[config.mk]
export PLATFORM = sky130hd
export DESIGN_NAME = sell_coin_sched
export DESIGN_NICKNAME = d
export VERILOG_FILES = /design/src/rtl/sell_pkg.sv /design/src/rtl/coin_fifo.sv /design/src/rtl/sell_coin_sched.sv
export SDC_FILE = /design/constraint.sdc
export NUM_CORES = 1
export LEC_CHECK = 0
export ABC_AREA = 1
export CORE_UTILIZATION = 35
export DETAILED_ROUTE_END_ITERATION = 12
export DONT_BUFFER_PORTS = 1
export GPL_TIMING_DRIVEN = 0
export PLACE_DENSITY_LB_ADDON = 0.05
export SYNTH_ARGS = -nofsm -noshare
export SYNTH_HDL_FRONTEND = slang
export SYNTH_SLANG_ARGS = --single-unit
[constraint.sdc]
create_clock -name clk -period 5.9 [get_ports clk]
set_input_delay 1.475 -clock clk [delete_from_list [all_inputs] [get_ports clk]]
set_output_delay 1.475 -clock clk [all_outputs]
set_load 0.05 [all_outputs]
[src/rtl/sell_pkg.sv]
// Shared coin codes, scheduler states and timing defaults for the coin
// front-end that feeds the sell vending core.
package sell_pkg;

    localparam logic [1:0] COIN_DOLLAR = 2'b01;
    localparam logic [1:0] COIN_HALF   = 2'b10;
    localparam logic [1:0] COIN_BOTH   = 2'b11;

    localparam int DEF_GAP_CYCLES = 2;
    localparam int DEF_VEND_HOLD  = 3;

    typedef enum logic [1:0] {
        ST_IDLE  = 2'd0,
        ST_ISSUE = 2'd1,
        ST_GAP   = 2'd2,
        ST_VEND  = 2'd3
    } sched_state_t;

    // Bits needed for a counter that must reach max_val (never less than one).
    function automatic int cnt_bits(input int max_val);
        return (max_val < 2) ? 1 : $clog2(max_val + 1);
    endfunction

endpackage

[src/rtl/coin_fifo.sv]
// Small synchronous FIFO of 2-bit coin codes; a pop frees the slot for a
// same-cycle push even when the queue is full.
module coin_fifo #(
    parameter int DEPTH = 4
) (
    input  logic       clk,
    input  logic       reset,
    input  logic       push,
    input  logic [1:0] push_data,
    input  logic       pop,
    output logic [1:0] head,
    output logic       full,
    output logic       empty
);

    localparam int AW = $clog2(DEPTH);

    logic [1:0]    mem [DEPTH];
    logic [AW-1:0] wr_ptr;
    logic [AW-1:0] rd_ptr;
    logic [AW:0]   count;
    logic          do_push;
    logic          do_pop;

    assign empty   = (count == '0);
    assign full    = (count == (AW+1)'(DEPTH));
    assign do_pop  = pop && !empty;
    assign do_push = push && (!full || do_pop);
    assign head    = mem[rd_ptr];

    always_ff @(posedge clk or posedge reset) begin
        if (reset) begin
            wr_ptr <= '0;
            rd_ptr <= '0;
            count  <= '0;
        end else begin
            if (do_push) wr_ptr <= wr_ptr + 1'b1;
            if (do_pop)  rd_ptr <= rd_ptr + 1'b1;
            case ({do_push, do_pop})
                2'b10:   count <= count + 1'b1;
                2'b01:   count <= count - 1'b1;
                default: count <= count;
            endcase
        end
    end

    // Storage needs no reset: emptiness is tracked by count alone.
    always_ff @(posedge clk) begin
        if (do_push) mem[wr_ptr] <= push_data;
    end

endmodule

[src/rtl/sell_coin_sched.sv]
// Coin front-end: synchronises the acceptor sensors, queues coin events and
// hands them to sell as spaced one-cycle pulses, stalling while sell vends.
module sell_coin_sched
    import sell_pkg::*;
#(
    parameter int FIFO_DEPTH = 4,
    parameter int GAP_CYCLES = DEF_GAP_CYCLES,
    parameter int VEND_HOLD  = DEF_VEND_HOLD,
    parameter int CNT_W      = 8
) (
    input  logic             clk,
    input  logic             reset,
    input  logic             coin_dollar_sns,
    input  logic             coin_half_sns,
    output logic             one_dollar,
    output logic             half_dollar,
    input  logic             dispense,
    input  logic             half_out,
    input  logic             collect,
    output logic             coin_reject,
    output logic             busy,
    output logic [CNT_W-1:0] sales_cnt,
    output logic [CNT_W-1:0] change_cnt,
    output logic [CNT_W-1:0] reject_cnt
);

    localparam int GW = cnt_bits(GAP_CYCLES);
    localparam int HW = cnt_bits(VEND_HOLD);
    localparam logic [GW-1:0] GAP_LAST  = GW'(GAP_CYCLES - 1);
    localparam logic [HW-1:0] HOLD_LAST = HW'(VEND_HOLD - 1);

    logic         dol_meta, dol_sync, dol_last;
    logic         half_meta, half_sync, half_last;
    logic         dol_edge, half_edge, push_req;
    logic [1:0]   push_code;
    logic         fifo_full, fifo_empty, pop;
    logic [1:0]   fifo_head;
    logic         reject_nxt;

    sched_state_t state, state_nxt;
    logic [GW-1:0] gap_cnt, gap_cnt_nxt;
    logic [HW-1:0] hold_cnt, hold_cnt_nxt;
    logic         half_pend, half_pend_nxt;
    logic         issue_half, issue_half_nxt;
    logic         exit_now;
    logic         one_dollar_nxt, half_dollar_nxt;
    logic         disp_last, hout_last;

    always_ff @(posedge clk or posedge reset) begin
        if (reset) begin
            dol_meta  <= 1'b0;
            dol_sync  <= 1'b0;
            dol_last  <= 1'b0;
            half_meta <= 1'b0;
            half_sync <= 1'b0;
            half_last <= 1'b0;
        end else begin
            dol_meta  <= coin_dollar_sns;
            dol_sync  <= dol_meta;
            dol_last  <= dol_sync;
            half_meta <= coin_half_sns;
            half_sync <= half_meta;
            half_last <= half_sync;
        end
    end

    assign dol_edge   = dol_sync && !dol_last;
    assign half_edge  = half_sync && !half_last;
    assign push_req   = dol_edge || half_edge;
    assign push_code  = (dol_edge && half_edge) ? COIN_BOTH :
                        (dol_edge ? COIN_DOLLAR : COIN_HALF);
    assign reject_nxt = push_req && fifo_full && !pop;
    assign busy       = !fifo_empty || (state != ST_IDLE);

    coin_fifo #(
        .DEPTH (FIFO_DEPTH)
    ) u_fifo (
        .clk       (clk),
        .reset     (reset),
        .push      (push_req),
        .push_data (push_code),
        .pop       (pop),
        .head      (fifo_head),
        .full      (fifo_full),
        .empty     (fifo_empty)
    );

    always_ff @(posedge clk or posedge reset) begin
        if (reset) begin
            state      <= ST_IDLE;
            gap_cnt    <= '0;
            hold_cnt   <= '0;
            half_pend  <= 1'b0;
            issue_half <= 1'b0;
        end else begin
            state      <= state_nxt;
            gap_cnt    <= gap_cnt_nxt;
            hold_cnt   <= hold_cnt_nxt;
            half_pend  <= half_pend_nxt;
            issue_half <= issue_half_nxt;
        end
    end

    // A code-11 coin parks its half in half_pend until the gap or vend ends.
    always_comb begin
        state_nxt      = state;
        gap_cnt_nxt    = gap_cnt;
        hold_cnt_nxt   = hold_cnt;
        half_pend_nxt  = half_pend;
        issue_half_nxt = issue_half;
        pop            = 1'b0;
        exit_now       = 1'b0;
        unique case (state)
            ST_IDLE: begin
                if (dispense) begin
                    state_nxt    = ST_VEND;
                    hold_cnt_nxt = '0;
                end else if (!fifo_empty) begin
                    pop            = 1'b1;
                    state_nxt      = ST_ISSUE;
                    issue_half_nxt = (fifo_head == COIN_HALF);
                    half_pend_nxt  = (fifo_head == COIN_BOTH);
                end
            end
            ST_ISSUE: begin
                state_nxt   = ST_GAP;
                gap_cnt_nxt = '0;
            end
            ST_GAP: begin
                if (dispense) begin
                    state_nxt    = ST_VEND;
                    hold_cnt_nxt = '0;
                end else if (gap_cnt == GAP_LAST) begin
                    exit_now = 1'b1;
                end else begin
                    gap_cnt_nxt = gap_cnt + 1'b1;
                end
            end
            ST_VEND: begin
                if (dispense || collect) begin
                    hold_cnt_nxt = '0;
                end else if (VEND_HOLD == 0 || hold_cnt == HOLD_LAST) begin
                    exit_now = 1'b1;
                end else begin
                    hold_cnt_nxt = hold_cnt + 1'b1;
                end
            end
            default: state_nxt = ST_IDLE;
        endcase
        if (exit_now) begin
            if (half_pend) begin
                state_nxt      = ST_ISSUE;
                issue_half_nxt = 1'b1;
                half_pend_nxt  = 1'b0;
            end else begin
                state_nxt = ST_IDLE;
            end
        end
    end

    always_comb begin
        one_dollar_nxt  = (state_nxt == ST_ISSUE) && !issue_half_nxt;
        half_dollar_nxt = (state_nxt == ST_ISSUE) && issue_half_nxt;
    end

    // Pulses leave from flops so an async reset can never chop one into a glitch.
    always_ff @(posedge clk or posedge reset) begin
        if (reset) begin
            one_dollar  <= 1'b0;
            half_dollar <= 1'b0;
            coin_reject <= 1'b0;
            disp_last   <= 1'b0;
            hout_last   <= 1'b0;
            sales_cnt   <= '0;
            change_cnt  <= '0;
            reject_cnt  <= '0;
        end else begin
            one_dollar  <= one_dollar_nxt;
            half_dollar <= half_dollar_nxt;
            coin_reject <= reject_nxt;
            disp_last   <= dispense;
            hout_last   <= half_out;
            if (dispense && !disp_last) sales_cnt  <= sales_cnt + 1'b1;
            if (half_out && !hout_last) change_cnt <= change_cnt + 1'b1;
            if (reject_nxt)             reject_cnt <= reject_cnt + 1'b1;
        end
    end

endmodule

==> impl_results.html <==
<table>
<tr><th>Metric</th><th>Value</th></tr>
<tr><th colspan="2">Layout</th></tr>
<tr><td>Share of post-route cells with drive strength above 1</td><td>10.7%</td></tr>
<tr><td>Highest-count cells in the layout ignoring fill and taps</td><td>sky130_fd_sc_hd__nand2_1, sky130_fd_sc_hd__dfrtp_1, sky130_fd_sc_hd__inv_1</td></tr>
<tr><td>Combined area of the multi-input logic cells</td><td>1110 µm²</td></tr>
<tr><td>Storage element area</td><td>1490 µm²</td></tr>
<tr><td>Antenna Diode Count</td><td>0</td></tr>
<tr><td>Most common cell after layout, fill and taps aside</td><td>sky130_fd_sc_hd__nand2_1</td></tr>
<tr><td>Utilization after layout</td><td>40.3%</td></tr>
<tr><td>Synth-to-Final Area Change</td><td>12.2%</td></tr>
<tr><td># fillers</td><td>762</td></tr>
<tr><td>Number of nets in the final layout</td><td>317</td></tr>
<tr><th colspan="2">Yosys</th></tr>
<tr><td>Total standard cell area after synthesis</td><td>2760 µm²</td></tr>
<tr><td>Area share of fa/ha/maj cells after synthesis</td><td>7.07%</td></tr>
<tr><td>Post-synthesis share of cell area spent on and, or, nand and nor gates</td><td>21.7%</td></tr>
<tr><td>Biggest area consumer among synthesized cells</td><td>sky130_fd_sc_hd__dfrtp_1</td></tr>
<tr><td>Sequential cell area fraction in the yosys report</td><td>54.0%</td></tr>
<tr><td>Warnings from Yosys</td><td>0</td></tr>
<tr><td>Share of Yosys cell area claimed by the top area cell type</td><td>45.3%</td></tr>
<tr><td>Cell count after synthesis</td><td>283</td></tr>
<tr><td>Yosys reg bits</td><td>58</td></tr>
<tr><td>Number of distinct library cells after synthesis</td><td>31</td></tr>
<tr><td>Top cells by area, synth</td><td>sky130_fd_sc_hd__dfrtp_1, sky130_fd_sc_hd__nand2_1, sky130_fd_sc_hd__edfxtp_1</td></tr>
<tr><td>Main combinational cell family by area after synthesis</td><td>simple AND/OR/NAND/NOR gates</td></tr>
<tr><td>Post-Synth XOR/XNOR Area</td><td>7.61%</td></tr>
<tr><td>Per-instance average area after synthesis</td><td>9.76 µm²</td></tr>
<tr><td>Net Count, Synth</td><td>305</td></tr>
<tr><td>Multiplexer area fraction after synthesis</td><td>0%</td></tr>
<tr><td>Fraction of the mapped netlist area in compound gates</td><td>3.67%</td></tr>
<tr><th colspan="2">Power and ir drop</th></tr>
<tr><td>Peak supply drop</td><td>0.224 mV</td></tr>
<tr><td>Total power after layout</td><td>1.67 mW</td></tr>
<tr><td>Leak Pwr</td><td>1.51 nW</td></tr>
<tr><td>Pwr per Cell Area</td><td>539 nW/µm²</td></tr>
<tr><th colspan="2">Worst setup path</th></tr>
<tr><td>R2R cell count</td><td>11</td></tr>
<tr><td>Type of element capturing the critical path</td><td>output port</td></tr>
<tr><td>R2R setup slack</td><td>3.56 ns</td></tr>
<tr><td>Worst Setup SP</td><td>state[0]</td></tr>
<tr><td>Startpoint Class</td><td>flip-flop</td></tr>
<tr><td>Crit path to</td><td>busy</td></tr>
<tr><td>Required time of the critical path</td><td>4.43 ns</td></tr>
<tr><td>Worst R2R End</td><td>u_fifo.count[2]</td></tr>
<tr><td>Startpoint of the worst register-to-register path</td><td>state[0]</td></tr>
<tr><td>Start-to-end type of the worst setup path</td><td>reg2out</td></tr>
<tr><td>Arrival time reported for the critical path endpoint</td><td>1.68 ns</td></tr>
<tr><td>Highest net fanout along the worst path</td><td>5</td></tr>
<tr><th colspan="2">Clock network</th></tr>
<tr><td>Clock root cell</td><td>sky130_fd_sc_hd__clkbuf_8</td></tr>
<tr><td>Resized Gates After CTS</td><td>0</td></tr>
<tr><td>Clock input transition at the sequential cells of the worst setup and hold paths</td><td>0.06 ns</td></tr>
<tr><td>Clock tree buffer depth</td><td>2</td></tr>
<tr><td>Post-CTS repair timing setup buffer count</td><td>0</td></tr>
<tr><td>CTS tree</td><td>built</td></tr>
<tr><td>TritonCTS Sinks</td><td>58</td></tr>
<tr><td>Hold-fix buffers, CTS</td><td>0</td></tr>
<tr><td>Latest clock arrival within the worst-skew pair</td><td>0.34 ns</td></tr>
<tr><td>Count of H-tree levels built during CTS</td><td>3</td></tr>
<tr><td>Cts bufs inserted</td><td>9</td></tr>
<tr><th colspan="2">Drt</th></tr>
<tr><td>Number of remaining DRC errors</td><td>0</td></tr>
<tr><td>Violation count after the first detailed-routing iteration</td><td>64</td></tr>
<tr><td>Routed WL per cell</td><td>11.4 µm</td></tr>
<tr><td>Detailed-route vias per instance</td><td>4.29</td></tr>
<tr><td>Total wire length after detailed routing</td><td>4590 µm</td></tr>
<tr><td>Antenna-violating nets left</td><td>0</td></tr>
<tr><td>Via count</td><td>1719</td></tr>
<tr><td>First-pass DRT Iterations</td><td>4</td></tr>
<tr><th colspan="2">STA</th></tr>
<tr><td>Final count of pins violating max slew</td><td>0</td></tr>
<tr><td>Fmax</td><td>0.317 GHz</td></tr>
<tr><td>Transition time at the pin with the least slew margin</td><td>0.602 ns</td></tr>
<tr><td>Period utilisation layout</td><td>53.4%</td></tr>
<tr><td>Final setup skew</td><td>0.00915 ns</td></tr>
<tr><td>Final-report hold violation count</td><td>0</td></tr>
<tr><td>Final Critical Period</td><td>3.15 ns</td></tr>
<tr><td>Fin worst setup slack</td><td>2.75 ns</td></tr>
<tr><td>Total Neg Setup Slack</td><td>0 ns</td></tr>
<tr><td>Setup repair after global routing missed its margin</td><td>false</td></tr>
<tr><td>Worst relative slew slack</td><td>59.8%</td></tr>
<tr><td>Final Setup Violations</td><td>0</td></tr>
<tr><th colspan="2">Global route</th></tr>
<tr><td>Global-route usage over all layers</td><td>12.9%</td></tr>
<tr><td>Number of global-route vias before repair</td><td>1740</td></tr>
<tr><td>Initial antenna violation count</td><td>0</td></tr>
<tr><td>Largest net degree at the start of global routing</td><td>34</td></tr>
<tr><td>Wire length of the first global-routing pass</td><td>7890 µm</td></tr>
<tr><td>GR Overflow Total</td><td>0</td></tr>
<tr><th colspan="2">Worst hold path</th></tr>
<tr><td>Min-Delay Path Class</td><td>reg2reg</td></tr>
<tr><th colspan="2">Die</th></tr>
<tr><td>Initial Util</td><td>35.9%</td></tr>
<tr><td>Overall die height</td><td>90.8 µm</td></tr>
<tr><td>Area inside the core boundary</td><td>7690 µm²</td></tr>
<tr><td>Width of the die</td><td>90.8 µm</td></tr>
<tr><td>Num rows</td><td>32</td></tr>
<tr><td>I/O pin count</td><td>35</td></tr>
<tr><td>Die ar.</td><td>8250 µm²</td></tr>
<tr><th colspan="2">Run</th></tr>
<tr><td>Max Cap Violations</td><td>0</td></tr>
<tr><th colspan="2">Placement</th></tr>
<tr><td>Detailed-placement wirelength estimate</td><td>3300 µm</td></tr>
<tr><td>Placer congestion estimate</td><td>0.763</td></tr>
<tr><td>Port buffer count</td><td>0</td></tr>
<tr><td>Post-placement worst setup slack</td><td>2.79 ns</td></tr>
<tr><th colspan="2">Status</th></tr>
<tr><td>Outcome</td><td>complete, no violations</td></tr>
</table>
worst min-delay path by stage:
stage               startpoint        end  slack (ns)  cells after the start
floorplan             dol_meta   dol_sync        0.33                      0
global placement     half_meta  half_sync        0.34                      0
detailed placement   half_meta  half_sync        0.34                      0
CTS                  half_meta  half_sync        0.36                      0
global route          dol_meta   dol_sync        0.37                      0
finish               half_meta  half_sync        0.35                      0
through the flow:
stage                     hold slack, ns  instances  area (µm²)
after floorplan                    0.331        283        2760
after global placement             0.335        385        2890
after detailed placement           0.336        386        2910
after CTS                          0.359        401        3100
after global routing               0.368        401        3100
final                              0.353        401        3100
where the power goes:
group,switching [mW],internal (mW)
Clock,0.154,0.196
Combinational,0.282,0.174
Sequential,0.340,0.525
Total,0.776,0.894
layer usage:
layer | vias to the layer above | part of all wire [%] | track usage, %
met1 | 763 | 47 | 14.9
met2 | 37 | 44 | 18.8
met4 | 0 | 1.6 | 6.35
li1 | 911 | - | -
met5 | - | 0 | 0
met3 | 8 | 7.2 | 7.58
final cells by class:
class | count | share of cell area (%)
clock inverters | 1 | 0.242
repair buffers | 1 | 0.646
inverters | 43 | 5.29
clock buffers | 14 | 5.89
flip-flops and latches | 58 | 48.1
well taps | 102 | 4.12
multi-input cells | 182 | 35.7
logic make-up after synthesis:
kind of cell    after synthesis
compound gates               17
xor+xnor                     24
fa+ha+maj                    15
buf+inv                      43
flops                        58
simple gates                126
synthesized netlist by cell type:
cell type and number:
sky130_fd_sc_hd__o21ai_2 3, sky130_fd_sc_hd__xor2_1 14, sky130_fd_sc_hd__nand2_1 75, sky130_fd_sc_hd__o31ai_1 1, sky130_fd_sc_hd__xnor2_1 10, sky130_fd_sc_hd__inv_2 1, sky130_fd_sc_hd__o21ai_0 7, sky130_fd_sc_hd__nand2_2 1
sky130_fd_sc_hd__a31oi_1 1, sky130_fd_sc_hd__inv_1 41, sky130_fd_sc_hd__nand3_1 15, sky130_fd_sc_hd__ha_1 14, sky130_fd_sc_hd__nor2_4 3, sky130_fd_sc_hd__nor2_1 16, sky130_fd_sc_hd__dfrtp_1 50, sky130_fd_sc_hd__inv_4 1
sky130_fd_sc_hd__nand3b_1 2, sky130_fd_sc_hd__nand2_4 1, sky130_fd_sc_hd__o22ai_1 1, sky130_fd_sc_hd__fa_1 1, sky130_fd_sc_hd__nor3_2 1, sky130_fd_sc_hd__edfxtp_1 8, sky130_fd_sc_hd__nor3_1 3, sky130_fd_sc_hd__nor4_2 1
sky130_fd_sc_hd__nor2_2 1, sky130_fd_sc_hd__o21ai_1 1, sky130_fd_sc_hd__nand3_2 1, sky130_fd_sc_hd__nand4_4 1, sky130_fd_sc_hd__a21oi_1 3, sky130_fd_sc_hd__nand4_1 4, sky130_fd_sc_hd__nand3_4 1
flip-flops by register name (all words and copies together) (netlist names), 2 cells and up:
register       count
change_cnt         8
reject_cnt         8
sales_cnt          8
u_fifo.mem         8
u_fifo.count       3
gap_cnt            2
hold_cnt           2
state              2
u_fifo.rd_ptr      2
u_fifo.wr_ptr      2
worst max-delay path, stage by stage, from the launching register on:
cell and delay [ns]:
sky130_fd_sc_hd__dfrtp_1 0.40, sky130_fd_sc_hd__inv_1 0.13, sky130_fd_sc_hd__ha_1 0.30, sky130_fd_sc_hd__nand3_1 0.51
Note: power is estimated with default switching activity, not from simulation.
